--- src/rtl/pes_rca_seq_if.sv ---
// Operand/result handshake bundle for the sequential ripple-carry adder.
// The master side presents operands and accepts results; the adder is the slave.
interface pes_rca_seq_if #(
  parameter int WIDTH = 16
);
  logic             inValid;
  logic             inReady;
  logic [WIDTH-1:0] a;
  logic [WIDTH-1:0] b;
  logic             cin;
  logic             sub;
  logic             outValid;
  logic             outReady;
  logic [WIDTH-1:0] sum;
  logic             cout;
  logic             ovf;

  modport master (
    output inValid, a, b, cin, sub, outReady,
    input  inReady, outValid, sum, cout, ovf
  );

  modport slave (
    input  inValid, a, b, cin, sub, outReady,
    output inReady, outValid, sum, cout, ovf
  );
endinterface

--- src/rtl/pes_rca_seq.sv ---
// Multi-cycle adder/subtractor: one CHUNK-bit slice per clock with the carry
// held in a register between slices, wrapped in valid/ready handshakes.
module pes_rca_seq #(
  parameter int WIDTH = 16,
  parameter int CHUNK = 4
) (
  input  logic         clk_i,
  input  logic         rst_i,
  pes_rca_seq_if.slave bus
);
  localparam int N     = WIDTH / CHUNK;
  localparam int CNT_W = (N > 1) ? $clog2(N) : 1;
  localparam logic [CNT_W-1:0] LAST = CNT_W'(N - 1);

  typedef enum logic [1:0] {IDLE, RUN, DONE} state_e;

  state_e           state_q;
  logic [WIDTH-1:0] a_q;
  logic [WIDTH-1:0] b_q;
  logic [WIDTH-1:0] acc_q;
  logic [WIDTH-1:0] sum_q;
  logic [CNT_W-1:0] cnt_q;
  logic             carry_q;
  logic             cout_q;
  logic             ovf_q;
  logic             outValid_q;
  logic             inReady_q;

  logic [CHUNK:0]   slice_d;
  logic [WIDTH-1:0] acc_d;
  logic             ovf_d;

  // b_q already holds the effective operand, so subtraction needs no extra logic here.
  always_comb begin
    slice_d = {1'b0, a_q[cnt_q*CHUNK +: CHUNK]}
            + {1'b0, b_q[cnt_q*CHUNK +: CHUNK]}
            + {{CHUNK{1'b0}}, carry_q};
    acc_d = acc_q;
    acc_d[cnt_q*CHUNK +: CHUNK] = slice_d[CHUNK-1:0];
    ovf_d = (a_q[WIDTH-1] == b_q[WIDTH-1]) && (acc_d[WIDTH-1] != a_q[WIDTH-1]);
  end

  always_ff @(posedge clk_i) begin
    if (rst_i) begin
      state_q    <= IDLE;
      a_q        <= '0;
      b_q        <= '0;
      acc_q      <= '0;
      sum_q      <= '0;
      cnt_q      <= '0;
      carry_q    <= 1'b0;
      cout_q     <= 1'b0;
      ovf_q      <= 1'b0;
      outValid_q <= 1'b0;
      inReady_q  <= 1'b1;
    end else begin
      case (state_q)
        IDLE: begin
          if (bus.inValid) begin
            a_q       <= bus.a;
            b_q       <= bus.sub ? ~bus.b : bus.b;
            carry_q   <= bus.cin ^ bus.sub;
            cnt_q     <= '0;
            inReady_q <= 1'b0;
            state_q   <= RUN;
          end
        end
        RUN: begin
          acc_q   <= acc_d;
          carry_q <= slice_d[CHUNK];
          cnt_q   <= cnt_q + 1'b1;
          // Results are only published here, so they stay frozen through DONE and IDLE.
          if (cnt_q == LAST) begin
            sum_q      <= acc_d;
            cout_q     <= slice_d[CHUNK];
            ovf_q      <= ovf_d;
            outValid_q <= 1'b1;
            state_q    <= DONE;
          end
        end
        DONE: begin
          if (bus.outReady) begin
            outValid_q <= 1'b0;
            inReady_q  <= 1'b1;
            state_q    <= IDLE;
          end
        end
        default: state_q <= IDLE;
      endcase
    end
  end

  // inReady is gated by reset so nothing is offered while the block is held in reset.
  assign bus.inReady  = inReady_q && !rst_i;
  assign bus.outValid = outValid_q;
  assign bus.sum      = sum_q;
  assign bus.cout     = cout_q;
  assign bus.ovf      = ovf_q;
endmodule

--- src/flat_wrapper.sv ---
// flat-port wrapper written by rule: the top's interface ports become plain ports
module pes_rca_seq_flat 
#(
  parameter int WIDTH = 16,
  parameter int CHUNK = 4
)
  (clk_i, rst_i, bus_inValid, bus_a, bus_b, bus_cin, bus_sub, bus_outReady, bus_inReady, bus_outValid, bus_sum, bus_cout, bus_ovf);
  pes_rca_seq_if #(.WIDTH(WIDTH)) bus_i ();
  input  logic clk_i;
  input  logic rst_i;
  input wire logic [$bits(bus_i.inValid)-1:0] bus_inValid;
  input wire logic [$bits(bus_i.a)-1:0] bus_a;
  input wire logic [$bits(bus_i.b)-1:0] bus_b;
  input wire logic [$bits(bus_i.cin)-1:0] bus_cin;
  input wire logic [$bits(bus_i.sub)-1:0] bus_sub;
  input wire logic [$bits(bus_i.outReady)-1:0] bus_outReady;
  output wire logic [$bits(bus_i.inReady)-1:0] bus_inReady;
  output wire logic [$bits(bus_i.outValid)-1:0] bus_outValid;
  output wire logic [$bits(bus_i.sum)-1:0] bus_sum;
  output wire logic [$bits(bus_i.cout)-1:0] bus_cout;
  output wire logic [$bits(bus_i.ovf)-1:0] bus_ovf;
  assign bus_i.inValid = bus_inValid;
  assign bus_i.a = bus_a;
  assign bus_i.b = bus_b;
  assign bus_i.cin = bus_cin;
  assign bus_i.sub = bus_sub;
  assign bus_i.outReady = bus_outReady;
  assign bus_inReady = bus_i.inReady;
  assign bus_outValid = bus_i.outValid;
  assign bus_sum = bus_i.sum;
  assign bus_cout = bus_i.cout;
  assign bus_ovf = bus_i.ovf;
  pes_rca_seq #(.WIDTH(WIDTH), .CHUNK(CHUNK)) u_core (.clk_i(clk_i), .rst_i(rst_i), .bus(bus_i));
endmodule
--- config.mk ---
export PLATFORM = sky130hd
export DESIGN_NAME = pes_rca_seq_flat
export DESIGN_NICKNAME = d
export VERILOG_FILES = /design/src/rtl/pes_rca_seq_if.sv /design/src/rtl/pes_rca_seq.sv /design/src/flat_wrapper.sv
export SDC_FILE = /design/constraint.sdc
export NUM_CORES = 1
export LEC_CHECK = 0
export BUFFER_PORTS_ARGS = -buffer_cell sky130_fd_sc_hd__buf_2
export CAP_MARGIN = 20
export CORE_ASPECT_RATIO = 1.75
export CORE_MARGIN = 8
export CORE_UTILIZATION = 56
export DETAILED_ROUTE_END_ITERATION = 7
export PLACE_DENSITY = 0.8
export SLEW_MARGIN = 10
export SYNTH_ARGS = -nofsm -noshare
export SYNTH_HDL_FRONTEND = slang
export SYNTH_SLANG_ARGS = --single-unit
--- constraint.sdc ---
create_clock -name clk_i -period 3.4 [get_ports clk_i]
set_clock_uncertainty 0.1 [all_clocks]
set_input_delay 0 -clock clk_i [delete_from_list [all_inputs] [get_ports clk_i]]
set_output_delay 0 -clock clk_i [all_outputs]
set_load 0.05 [all_outputs]
# Word level (Yosys, flattened, before mapping)
# Index checks and enable logic that the tools add are counted.
[totals]
reg_bits = 73
out_inout_bits = 20
word_cells = 58
[op_classes]
add_sub_neg = 4
n_eq_ne = 8
shift = 4
n_mux = 16
n_bitwise = 2
reduce_logical = 13
[ops]
columns = ["cell", "count"]
rows = [
  ["$neg A4 Y34", 1],
  ["$shift A4 B34 Y16 const A", 1],
  ["$shiftx A4 B34 Y16", 1],
  ["$shiftx A16 B5 Y4", 2],
  ["$bwmux W16", 1],
  ["$mux W16", 1],
  ["$not A16 Y16", 1],
  ["$reduce_and A3 Y1", 3],
  ["$mux W2", 4],
  ["$pmux W1 S2", 3],
  ["$pmux W2 S3", 1],
  ["$reduce_and A2 Y1", 3],
  ["$reduce_bool A2 Y1", 3],
  ["$add A4 B4 Y5", 1],
  ["$add A5 B1 Y5", 1],
  ["$mux W1", 5],
  ["$eq A2 B2 Y1 const B", 2],
  ["$ne A2 B2 Y1 const B", 2],
  ["$pmux W2 S2", 1],
  ["$add A2 B1 Y2 const B", 1],
  ["$eq A2 B1 Y1 const B", 1],
  ["$logic_and A1 B1 Y1", 2],
  ["$logic_not A2 Y1", 1],
  ["$ne A2 B1 Y1 const B", 1],
  ["4 further kinds", 4],
]

# Depth between registers and ports, before layout
# Gate-level depths: netlist of run 1.
[logic_depth]
ltp_word = 7
depth_mapped = 9
mapped_depth_nobuf = 8

# Least setup slack after synthesis of run 1
# Ideal clock, no wire load.
[synth_path]
path_type = "reg2reg"
start = "reg u_core.cnt_q[0]"
end = "reg u_core.acc_q[5]"
setup_ps = 65
t_arrival_ps = 2459
t_required_ps = 3235
path_slack_ps = 776
stages_incl_launch_ff = 9
n_path_buf = 1
cell_sequence = "dfxtp_1 buf_4 mux4_2 fa_1 inv_1 fa_1 nor2_1 a22oi_1 nor2_1"
[synth_via]
elab_chain_len = 5
[synth_lines]
columns = ["item", "line", "text"]
rows = [
  ["start: declaration", "pes_rca_seq.sv:22", "logic [CNT_W-1:0] cnt_q;"],
  ["start signal: assignment", "pes_rca_seq.sv:71", "cnt_q <= cnt_q + 1'b1;"],
  ["$shiftx A16 B5 Y4, on equally long branches", "pes_rca_seq.sv:35, pes_rca_seq.sv:36", ""],
  ["$add A4 B4 Y5", "pes_rca_seq.sv:36", "+ {1'b0, b_q[cnt_q*CHUNK +: CHUNK]}"],
  ["$add A5 B1 Y5", "pes_rca_seq.sv:37", "+ {{CHUNK{1'b0}}, carry_q};"],
  ["$shiftx A4 B34 Y16", "pes_rca_seq.sv:39", "acc_d[cnt_q*CHUNK +: CHUNK] = slice_d[CHUNK-1:0];"],
  ["$bwmux W16 (*)", "pes_rca_seq.sv:39", ""],
  ["end signal: assignment", "pes_rca_seq.sv:48", "acc_q <= '0;"],
  ["end signal: assignment", "pes_rca_seq.sv:69", "acc_q <= acc_d;"],
  ["end: declaration", "pes_rca_seq.sv:20", "logic [WIDTH-1:0] acc_q;"],
]
# Every way passes the cells marked *; elsewhere a longest branch is shown, timed or not.
# A chain may end at the register's enable or synchronous reset.

# Worst setup path in the final report of run 1
[layout_path]
start = "reg u_core.cnt_q[0]"
end = "reg u_core.acc_q[2]"
# Same word-level chain as after synthesis.

==> out/metrics.yaml, run 1 <==
floorplanning:
  dieHeight_microns: 119.0
  rows: 37
  core_sq_mm: 0.005879
  die_area_sq_mm: 0.008905
  initial_core_util: 0.5771
  ioPinCount: 58
  fp.dieW_microns: 74.85
clock_tree:
  h-tree-depth: 3
  cts_made_buffers: 9
  cts_tree: "yes"
  clock-root-buffer: "clkbuf_8"
  clock_latency_ps: 360
  cts_sinks: 73
  clk_path_buf_depth: 2
  cts_resized: 0
  clkSlewWorstSetupHoldPaths_ps: 70
synth:
  yosys-top-cells-area: "dfxtp_1, nor2_1, mux4_2"
  synth_compound_area_frac: 0.1726
  ys_ff_latch: 73
  synthFlopType: "dfxtp_1"
  yosys-top-cells-count: "dfxtp_1, nor2_1, nand2_1, a21oi_1, a211oi_1"
  synth_top_family_by_area: "simple AND/OR/NAND/NOR gates"
  synth.cell_area_sq_mm: 0.003393
  async_flop_share: 0
  yosysMostFrequentCell: "dfxtp_1"
  syn_area_per_cell_sq_um: 9.073
  synth_mux_area_frac: 0.05310
  synth-edff-count: 0
  synth_warnings: 0
  ys_types: 43
  synthAdderAreaFrac: 0.04499
  yosys.area.top_type: "dfxtp_1"
  yosysSeqAreaShare: 0.4307
  netlist_instances: 374
  synth_xor_area_frac: 0.04646
  syn_nets: 423
  yosys.area_share.simple: 0.1991
  synth.top_cell.area_share: 0.4307
routing:
  ant_nets: 0
  wl_per_cell_microns: 15.68
  drt_iter0_drc: 329
  viasPerCell: 5.595
  drt_wl_total_microns: 8435
  dr.pass1.iters: 5
  via_count: 3010
  drc_errors: 0
global_route:
  global_route.usage.met3: 0.06050
  antenna_found_initial: 1
  busiest_layer: "met2"
  met1_usage: 0.1982
  grt_max_degree: 51
  grt_first_pass_wirelength_microns: 13860
  grtUsageMet2: 0.3457
  grt_pass1_vias: 2997
  grt.total_usage: 0.1998
  grt.overflow.total: 0
timing:
  finalMaxSlewViolations: 0
  fin_tns_setup_ps: 0
  fmax_ghz: 0.3624
  final_hold_viol_count: 0
  slew_headroom: 0.4381
  period_needed_ps: 2760
  rsz0062_at_grt: "false"
  worstMarginPinSlew_ps: 842.9
  setup-violations-final: 0
  fin_crit_sh: 0.8117
final_layout:
  layout.cells.non_filler: 538
  stdcell_area_sq_mm: 0.004228
  fin_nets: 503
  area_growth_pct: 24.59
  utilization: 0.7191
  drive_above_1_share: 0.2026
min_path:
  hold_class: "in2reg"
  holdPathStages: 3
  worstHoldStart: "bus_sub"
  min_to: "u_core.b_q[8]"
placement:
  placed_area_sq_mm: 0.003677
  place_congestion: 0.8755
  numPortBuffers: 57
  dp.cells: 486
  dpl.hpwl_microns: 5634
setup_path:
  r2r-start: "u_core.cnt_q[0]"
  arrival_ps: 2950
  required_ps: 3590
  reg2regPathDepth: 9
  critPathKind: "reg2reg"
  reg2reg_to: "u_core.acc_q[2]"
  cp_max_fo: 11
  setup.worst_path.start_class: "register"
  r2r_slack_ps: 640
  endpoint_kind: "register"
power_and_ir_drop:
  p_leak_nw: 1.642
  vdd_ir_drop_max_uv: 333.9
  powerDensity_mw_per_mm2: 446.6
status:
  status: "completed"
flow_run:
  drv_cap: 0
-- cell usage in the layout, fill, tap and decap left out, drive strengths merged, types with 2 or more instances in the layout --
master / netlist / final
ha: 9 / 9
a22oi: 9 / 9
nand3b: 2 / 2
nor3: 15 / 15
xnor2: 17 / 17
dlygate4sd3: 0 / 35
and2: 2 / 2
clkbuf: 10 / 12
a32oi: 4 / 4
clkinvlp: 0 / 3
nor2: 53 / 53
nand2b: 3 / 3
inv: 10 / 10
mux4: 8 / 8
fa: 2 / 2
a221oi: 12 / 12
a21oi: 32 / 32
nand4: 5 / 5
nand3: 5 / 5
nand2: 46 / 46
buf: 18 / 62
a211oi: 20 / 20
nor2b: 5 / 5
dfxtp: 73 / 73
nor4b: 2 / 2
-- flip-flops by register name, indices dropped and copies added (netlist names) --
name / flops
u_core.a_q: 16
u_core.acc_q: 16
u_core.b_q: 16
u_core.bus.cout: 1
u_core.bus.outValid: 1
u_core.bus.ovf: 1
u_core.bus.sum: 16
u_core.carry_q: 1
u_core.cnt_q: 2
u_core.inReady_q: 1
u_core.state_q: 2
-- how the worst max path moves through the flow --
stage,start,endpoint,slack (ps),cells past startpoint
6_report,u_core.cnt_q[0],u_core.acc_q[2],640,9
5_1_grt,u_core.cnt_q[0],u_core.bus.ovf,470,7
4_1_cts,u_core.cnt_q[0],u_core.bus.ovf,640,7
3_5_place_dp,u_core.cnt_q[0],u_core.bus.ovf,660,7
3_3_place_gp,u_core.cnt_q[0],u_core.bus.ovf,770,7
2_1_floorplan,u_core.cnt_q[0],u_core.acc_q[5],780,8
-- kinds of logic after synthesis --
kind of cell,count (synthesis)
adders and majority gates,11
and+or+nand+nor,141
buffers and inverters,38
AOI/OAI and AO/OA,85
DFF,73
muxes,8
xor gates and xnor gates,18
-- critical path: stages, from the launching register on --
cell     delay [ps]
dfxtp_1         480
buf_4           270
mux4_2          220
fa_1            200
inv_1            70
fa_1            410
xnor2_1         430
and2_1          280
a22oi_1         110
nor2_1          130
-- where the power goes --
part / total [W] / switching, W / internal [W]
logic: 0.000301 / 0.000170 / 0.000131
registers: 0.000917 / 0.0000263 / 0.000891
clock network: 0.000670 / 0.000311 / 0.000359
total: 0.00189 / 0.000508 / 0.00138
-- final cells by class --
class / instances / area (sq um)
Inverter: 10 / 37.54
Antenna cell: 1 / 2.502
Clock buffer: 12 / 145.1
Multi-Input combinational cell: 263 / 1758
Tap cell: 78 / 97.59
Clock inverter: 4 / 52.55
Timing Repair Buffer: 97 / 673.1
Fill cell: 439 / 1652
Sequential cell: 73 / 1461
-- per-layer routing --
layer	vias up	part of all wire
li1	1482	-
met1	1390	0.36
met2	109	0.54
met3	29	0.057
met4	0	0.047
met5	-	0
-- stage by stage --
stage          hold WS, ps  worst slack, ps  total power [W]
2_1_floorplan        35.96            776.1         0.001126
3_3_place_gp         143.2            769.3         0.001188
3_5_place_dp         147.3            658.7         0.001197
4_1_cts              100.6            642.2         0.001890
5_1_grt              150.3            467.3         0.001965
6_report             115.5            640.3         0.001888
-- what timing repair did --
action | 4_1_cts | 5_1_grt
hold buffers | 35 | 0
buffers inserted | 0 | 0
hold endpoints to repair | 37 | 0
Power figures use the tool's default switching activity.
==> run 2, diff against run 1 <==
--- a/config.mk
+++ b/config.mk
@@ -9,9 +9,9 @@
 export CAP_MARGIN = 20
 export CORE_ASPECT_RATIO = 1.75
 export CORE_MARGIN = 8
-export CORE_UTILIZATION = 56
+export CORE_UTILIZATION = 50
 export DETAILED_ROUTE_END_ITERATION = 7
-export PLACE_DENSITY = 0.8
+export PLACE_DENSITY = 0.75
 export SLEW_MARGIN = 10
 export SYNTH_ARGS = -nofsm -noshare
 export SYNTH_HDL_FRONTEND = slang
==> constraint.sdc (replaced) <==
create_clock -name clk_i -period 2.3 [get_ports clk_i]
set_clock_uncertainty 0.1 [all_clocks]
set_input_delay 0 -clock clk_i [delete_from_list [all_inputs] [get_ports clk_i]]
set_output_delay 0 -clock clk_i [all_outputs]
set_load 0.05 [all_outputs]
==> run 2 against run 1 <==
The flow now finishes with violations (negative setup slack). Count of clock-buffer cells in the layout down 3. Core utilization is 3.2 points lower. Critical path depth down 2. Sequential share of layout area is 2.7 points lower. Clock power grew 100%. Critical endpoint is now u_core.acc_q[5]. Largest power group is now clock. Highest routed layer unchanged.
==> out/metrics.yaml, run 2 (synthesis results as in run 1) <==
status:
  status: "finished, violations left"
  violations: "negative setup slack"
clock_tree:
  clk_path_buf_depth: 2  # unchanged
  clock_latency_ps: 340  # -20 ps
  cts_made_buffers: 9  # unchanged
  clkSlewWorstSetupHoldPaths_ps: 60  # about the same
  h-tree-depth: 3  # unchanged
  cts_sinks: 73  # unchanged
  cts_tree: "yes"
  clock-root-buffer: "clkbuf_16"
routing:
  wl_per_cell_microns: 16.44  # +4.9%
  via_count: 3049  # +1.3%
  dr.pass1.iters: 5  # unchanged
  drc_errors: 0  # unchanged
  drt_wl_total_microns: 9142  # +8.4%
  drt_iter0_drc: 220  # -33%
  ant_nets: 0  # unchanged
  viasPerCell: 5.484  # -2.0%
placement:
  place_congestion: 0.9169  # +4.7%
  dpl.hpwl_microns: 6317  # +12%
  dp.cells: 503  # +3.5%
  numPortBuffers: 57  # unchanged
  dpl_worst_slack_ps: -85.67  # -744.4 ps
setup_path:
  cp_top_family: "adder cells"
  cp_common_cell: "fa_2"
  max_stage_delay_ps: 520  # +40 ps
  worst-path-stages: 7  # -2
  required_ps: 2460  # -1130 ps
  reg2regPathDepth: 7  # -2
  cp_slowest_cell: "mux4_2"
  critPathBufInv: 1  # -1
  path_cells: "mux4_2 > fa_2 > inv_2 > fa_2 > nor2_4 > a22oi_2 > nor2_1"
  cp_max_fo: 4  # -7
  arrival_ps: 2560  # -390 ps
  setup.worst_path.start_class: "register"
  endpoint_kind: "register"
  critPathKind: "reg2reg"
floorplanning:
  initial_core_util: 0.5060  # -0.07117
  ioPinCount: 58  # unchanged
  core_sq_mm: 0.006706  # +14%
  rows: 40  # +8.1%
  die_area_sq_mm: 0.009783  # +9.9%
  dieHeight_microns: 125.0  # +5.0%
  fp.dieW_microns: 78.28  # +4.6%
final_layout:
  fin_nets: 516  # +2.6%
  n_antenna_cell: 0  # -1
  layout.cells.non_filler: 556  # +3.3%
  utilization: 0.6871  # -0.03196
  n_fill_cell: 518  # +18%
  drive_above_1_share: 0.2818  # +0.07917
  layout_commonest_cell: "dfxtp_1"
  area_growth_pct: 35.80
  layout_common_cells: "dfxtp_1, buf_2, nor2_1"
timing:
  rsz0062_at_grt: "true"
  fin_ws_ps: -102.5  # -742.8 ps
  fin_crit_sh: 1.045  # +0.2329
  final_hold_viol_count: 0  # unchanged
  worstMarginPinSlew_ps: 818.2  # -24.70 ps
  setup-violations-final: 14  # +14
  fmax_ghz: 0.4162  # +15%
  finalMaxSlewViolations: 0  # unchanged
  slew_headroom: 0.4546  # +0.01646
  period_needed_ps: 2403  # -357.2 ps
flow_run:
  drv_cap: 0  # unchanged
global_route:
  grt.overflow.total: 0  # unchanged
  grt_max_degree: 44  # -14%
  grt_pass1_vias: 3119  # +4.1%
  grt_first_pass_wirelength_microns: 14530  # +4.9%
  antenna_found_initial: 0  # -1
  grt.total_usage: 0.1881  # -0.01176
power_and_ir_drop:
  vdd_ir_drop_max_uv: 580.4  # +74%
  p_leak_nw: 1.798  # +9.6%
  powerDensity_mw_per_mm2: 709.9  # +59%
min_path:
  holdPathStages: 2  # -1
  hold_class: "in2reg"
[run 2: cell count changes in the layout (fill, tap and decap cells not counted), sizes merged]
cell      change
diode         -1
inv           +1
buf          +13
clkbuf        -3
clkinv        +3
clkinvlp      -1
[run 2: final cells by class]
cell class | count | area (sq um) | share of cell area
Inverter | 10 | 37.54 | 0.008146
Tap cell | 84 | 105.1 | 0.02281
Clock buffer | 9 | 225.2 | 0.04887
Sequential cell | 73 | 1466 | 0.3182
Clock inverter | 7 | 70.07 | 0.01520
Multi-Input combinational cell | 263 | 1904 | 0.4133
Timing Repair Buffer | 110 | 799.5 | 0.1735
[run 2: worst paths after layout]
path               startpoint  slack (ps)          endpoint
min                     rst_i         140   u_core.acc_q[9]
min reg2reg  u_core.acc_q[15]         360  u_core.acc_q[15]
max           u_core.cnt_q[0]        -100   u_core.acc_q[5]
max reg2reg   u_core.cnt_q[0]        -100   u_core.acc_q[5]
[run 2: layer usage]
layer  vias to the layer above  wire length [microns]  part of all wire  GRT usage
li1                       1498                      -                 -          -
met1                      1431                   3176              0.35     0.1706
met2                        90                   5105              0.56     0.3373
met3                        30                    408             0.045    0.05380
met4                         0                    452             0.049     0.1405
met5                         -                      0                 0          0
[run 2: per-stage QoR]
step / hold slack (ps) / TNS (ps) / total power (W) / instance area [sq um]
after floorplan: 35.96 / -447.7 / 0.001683 / 3452
after global placement: 144.1 / -34.31 / 0.001809 / 3829
after CTS: 118.2 / -373.1 / 0.003279 / 4582
final: 141.1 / -567.5 / 0.003271 / 4608
after global routing: 172.3 / -2448 / 0.003392 / 4608
after detailed placement: 146.2 / -915.2 / 0.001825 / 3829
[run 2: what timing repair did]
| action | 4_1_cts | 5_1_grt |
|---|---|---|
| hold buffers | 35 | 0 |
| cloned | 0 | 0 |
| pin swaps | 11 | 6 |
| buffers inserted | 2 | 0 |
| hold endpoints to repair | 36 | 0 |
| resized for setup | 18 | 4 |
| endpoints found under the setup margin | 24 | 27 |
[run 2: power breakdown]
group	total (W)	switching [W]	internal (W)
clock	0.00137	0.000534	0.000836
sequential	0.00136	0.0000406	0.00132
combinational	0.000541	0.000286	0.000255
[run 2: worst register-to-register path, delay by kind of cell, from the launching register on]
family,cells,cell delay (ps)
muxes,1,520
and+or+nand+nor,2,330
buffers and inverters,1,70
adders and majority gates,2,870
AOI/OAI and AO/OA,1,100
DFF,1,350
==> run 3, diff against run 2 <==
--- a/config.mk
+++ b/config.mk
@@ -8,7 +8,6 @@
 export BUFFER_PORTS_ARGS = -buffer_cell sky130_fd_sc_hd__buf_2
 export CAP_MARGIN = 20
 export CORE_ASPECT_RATIO = 1.75
-export CORE_MARGIN = 8
 export CORE_UTILIZATION = 50
 export DETAILED_ROUTE_END_ITERATION = 7
 export PLACE_DENSITY = 0.75
==> constraint.sdc (replaced) <==
create_clock -name clk_i -period 2.3 [get_ports clk_i]
set_clock_uncertainty 0.1 [all_clocks]
set_input_delay 0.69 -clock clk_i [delete_from_list [all_inputs] [get_ports clk_i]]
set_output_delay 0.69 -clock clk_i [all_outputs]
set_load 0.05 [all_outputs]
==> run 3 against run 2 <==
The flow still finishes with violations (negative setup slack). Sequential cell count did not move. Clock power rose by 18%. Power rose by 6.1%. Global-route usage rose by 5.6 points. Sequential power barely moved. Fmax fell by 2.0%. Cell area fell by 5.9%. Worst hold slack improved by 210 ps. First-iteration DRC count fell by 7.7%. Die area fell by 27%. Largest cell class unchanged. Highest routed layer unchanged.
==> out/metrics.yaml, run 3 (synthesis results as in run 1) <==
setup_path:
  required_ps: 2430  # -30 ps
  reg2regPathDepth: 8  # +1
  cp_max_fo: 5  # +1
  critPathKind: "reg2reg"
  setup.worst_path.start_class: "register"
  arrival_ps: 2590  # +30 ps
  reg2reg_to: "u_core.bus.ovf"
  r2r-start: "u_core.cnt_q[0]"
  r2r_slack_ps: -150  # -50 ps
  endpoint_kind: "register"
final_layout:
  stdcell_area_sq_mm: 0.004338  # -5.9%
  fin_nets: 483  # -6.4%
  drive_above_1_share: 0.3121  # +0.03029
  area_growth_pct: 27.84
  n_antenna_cell: 0  # unchanged
  layout_commonest_cell: "dfxtp_1"
  layout_common_cells: "dfxtp_1, buf_2, nor2_1"
  n_fill_cell: 548  # +5.8%
  layout.cells.non_filler: 521  # -6.3%
  utilization: 0.6634  # -0.02371
timing:
  slew_headroom: 0.5020  # +0.04740
  final_hold_viol_count: 0  # unchanged
  worstMarginPinSlew_ps: 747.1  # -71.10 ps
  fin_crit_sh: 1.066  # +0.02102
  finalMaxSlewViolations: 0  # unchanged
  rsz0062_at_grt: "true"
  fmax_ghz: 0.4080  # -2.0%
  setup-violations-final: 25  # +11
  period_needed_ps: 2451  # +48.36 ps
  fin_ws_ps: -150.9  # -48.36 ps
global_route:
  grt.overflow.total: 0  # unchanged
  met1_usage: 0.2521  # +0.08153
  grt.total_usage: 0.2439  # +0.05583
  grt_pass1_vias: 2930  # -6.1%
  grtUsageMet2: 0.4295  # +0.09222
  grt_first_pass_wirelength_microns: 13190  # -9.2%
  antenna_found_initial: 0  # unchanged
  global_route.usage.met3: 0.05761  # +0.003811
  grt_max_degree: 74  # +68%
  busiest_layer: "met2"
floorplanning:
  core_sq_mm: 0.006539  # -2.5%
  dieHeight_microns: 111.0  # -11%
  initial_core_util: 0.5189  # +0.01297
  ioPinCount: 58  # unchanged
  die_area_sq_mm: 0.007133  # -27%
  fp.dieW_microns: 64.28  # -18%
  rows: 39  # -2.5%
clock_tree:
  postCtsHoldBufs: 0  # -100%
  cts_made_buffers: 9  # unchanged
  clkSlewWorstSetupHoldPaths_ps: 50  # about the same
  clk_path_buf_depth: 2  # unchanged
  clock-root-buffer: "clkbuf_16"
  cts_sinks: 73  # unchanged
  h-tree-depth: 3  # unchanged
  cts_tree: "yes"
  clock_latency_ps: 330  # about the same
routing:
  dr.pass1.iters: 5  # unchanged
  drt_iter0_drc: 203  # -7.7%
  drt_wl_total_microns: 8089  # -12%
  wl_per_cell_microns: 15.53  # -5.6%
  viasPerCell: 5.562  # +1.4%
  via_count: 2898  # -5.0%
  drc_errors: 0  # unchanged
  ant_nets: 0  # unchanged
power_and_ir_drop:
  vdd_ir_drop_max_uv: 587.9  # +1.3%
  powerDensity_mw_per_mm2: 800.3  # +13%
  p_leak_nw: 1.698  # -5.6%
  power_w: 0.003471  # +6.1%
min_path:
  worstHoldStart: "u_core.acc_q[3]"
  min_to: "u_core.acc_q[3]"
  hold_class: "reg2reg"
  holdPathStages: 2  # unchanged
flow_run:
  drv_cap: 0  # unchanged
status:
  violations: "negative setup slack"
  status: "finished, violations left"
placement:
  dpl.hpwl_microns: 5419  # -14%
  dpl_worst_slack_ps: -110.2  # -24.58 ps
  placed_area_sq_mm: 0.003856  # +0.72%
  place_congestion: 0.8856  # -3.4%
  numPortBuffers: 57  # unchanged
  dp.cells: 503  # unchanged
==> run 3: changes by cell type in the layout (fill, tap and decap cells not counted), sizes merged <==
cell	change
dlygate4sd3	-35
inv	-1
clkinv	-3
bufinv	+1
buf	+2
clkbuf	+4
clkinvlp	-1
==> run 3: through the flow <==
step                hold WS [ps]  TNS [ps]
global route               373.6     -4272
global placement           340.2    -689.9
finish                     351.8     -2040
floorplan                  327.3    -447.7
CTS                        355.2     -1029
detailed placement         348.0     -1443
==> run 3: report_power, final <==
| group | total [W] | leakage [nW] | internal [W] | switching, W |
|---|---|---|---|---|
| Clock | 0.00161 | 0.173 | 0.00110 | 0.000508 |
| Combinational | 0.000505 | 0.928 | 0.000224 | 0.000280 |
| Sequential | 0.00136 | 0.597 | 0.00132 | 0.0000374 |
| Total | 0.00347 | 1.70 | 0.00265 | 0.000826 |
==> run 3: worst max-delay path by stage <==
stage / slack [ps] / end / cells after the start / from
2_1_floorplan: -40 / u_core.acc_q[5] / 8 / u_core.cnt_q[0]
3_3_place_gp: -70 / u_core.bus.sum[9] / 7 / u_core.cnt_q[1]
3_5_place_dp: -110 / u_core.acc_q[5] / 7 / u_core.cnt_q[1]
4_1_cts: -70 / u_core.bus.sum[3] / 8 / u_core.cnt_q[0]
5_1_grt: -230 / u_core.bus.ovf / 8 / u_core.cnt_q[0]
6_report: -150 / u_core.bus.ovf / 8 / u_core.cnt_q[0]
==> run 3: timing repair <==
action | CTS | global route
pin swaps | 4 | 5
endpoints found under the setup margin | 27 | 27
buffers inserted | 1 | 1
gates resized for setup | 9 | 15
==> run 3: layer usage <==
| metal | share of wire | vias to the layer above |
|---|---|---|
| met5 | 0 | - |
| met4 | 0.040 | 0 |
| met3 | 0.040 | 25 |
| met2 | 0.55 | 90 |
| met1 | 0.37 | 1342 |
| li1 | - | 1441 |
==> run 3: area by class of cell <==
type	instances	area (sq um)	share of cell area
inverters	10	37.54	0.008653
multi-input cells	263	1893	0.4364
clock buffers	13	291.5	0.06721
repair buffers	77	476.7	0.1099
well taps	82	102.6	0.02365
clock inverters	3	67.56	0.01558
flip-flops and latches	73	1469	0.3386
==> run 3: critical path, cell delays in order (launching register included) <==
cell and delay, ps:
dfxtp_4 390, buf_12 120, mux4_2 520, ha_4 330, nand3_2 130, nand3b_1 250, buf_4 160, nand4_1 80
a311oi_1 280
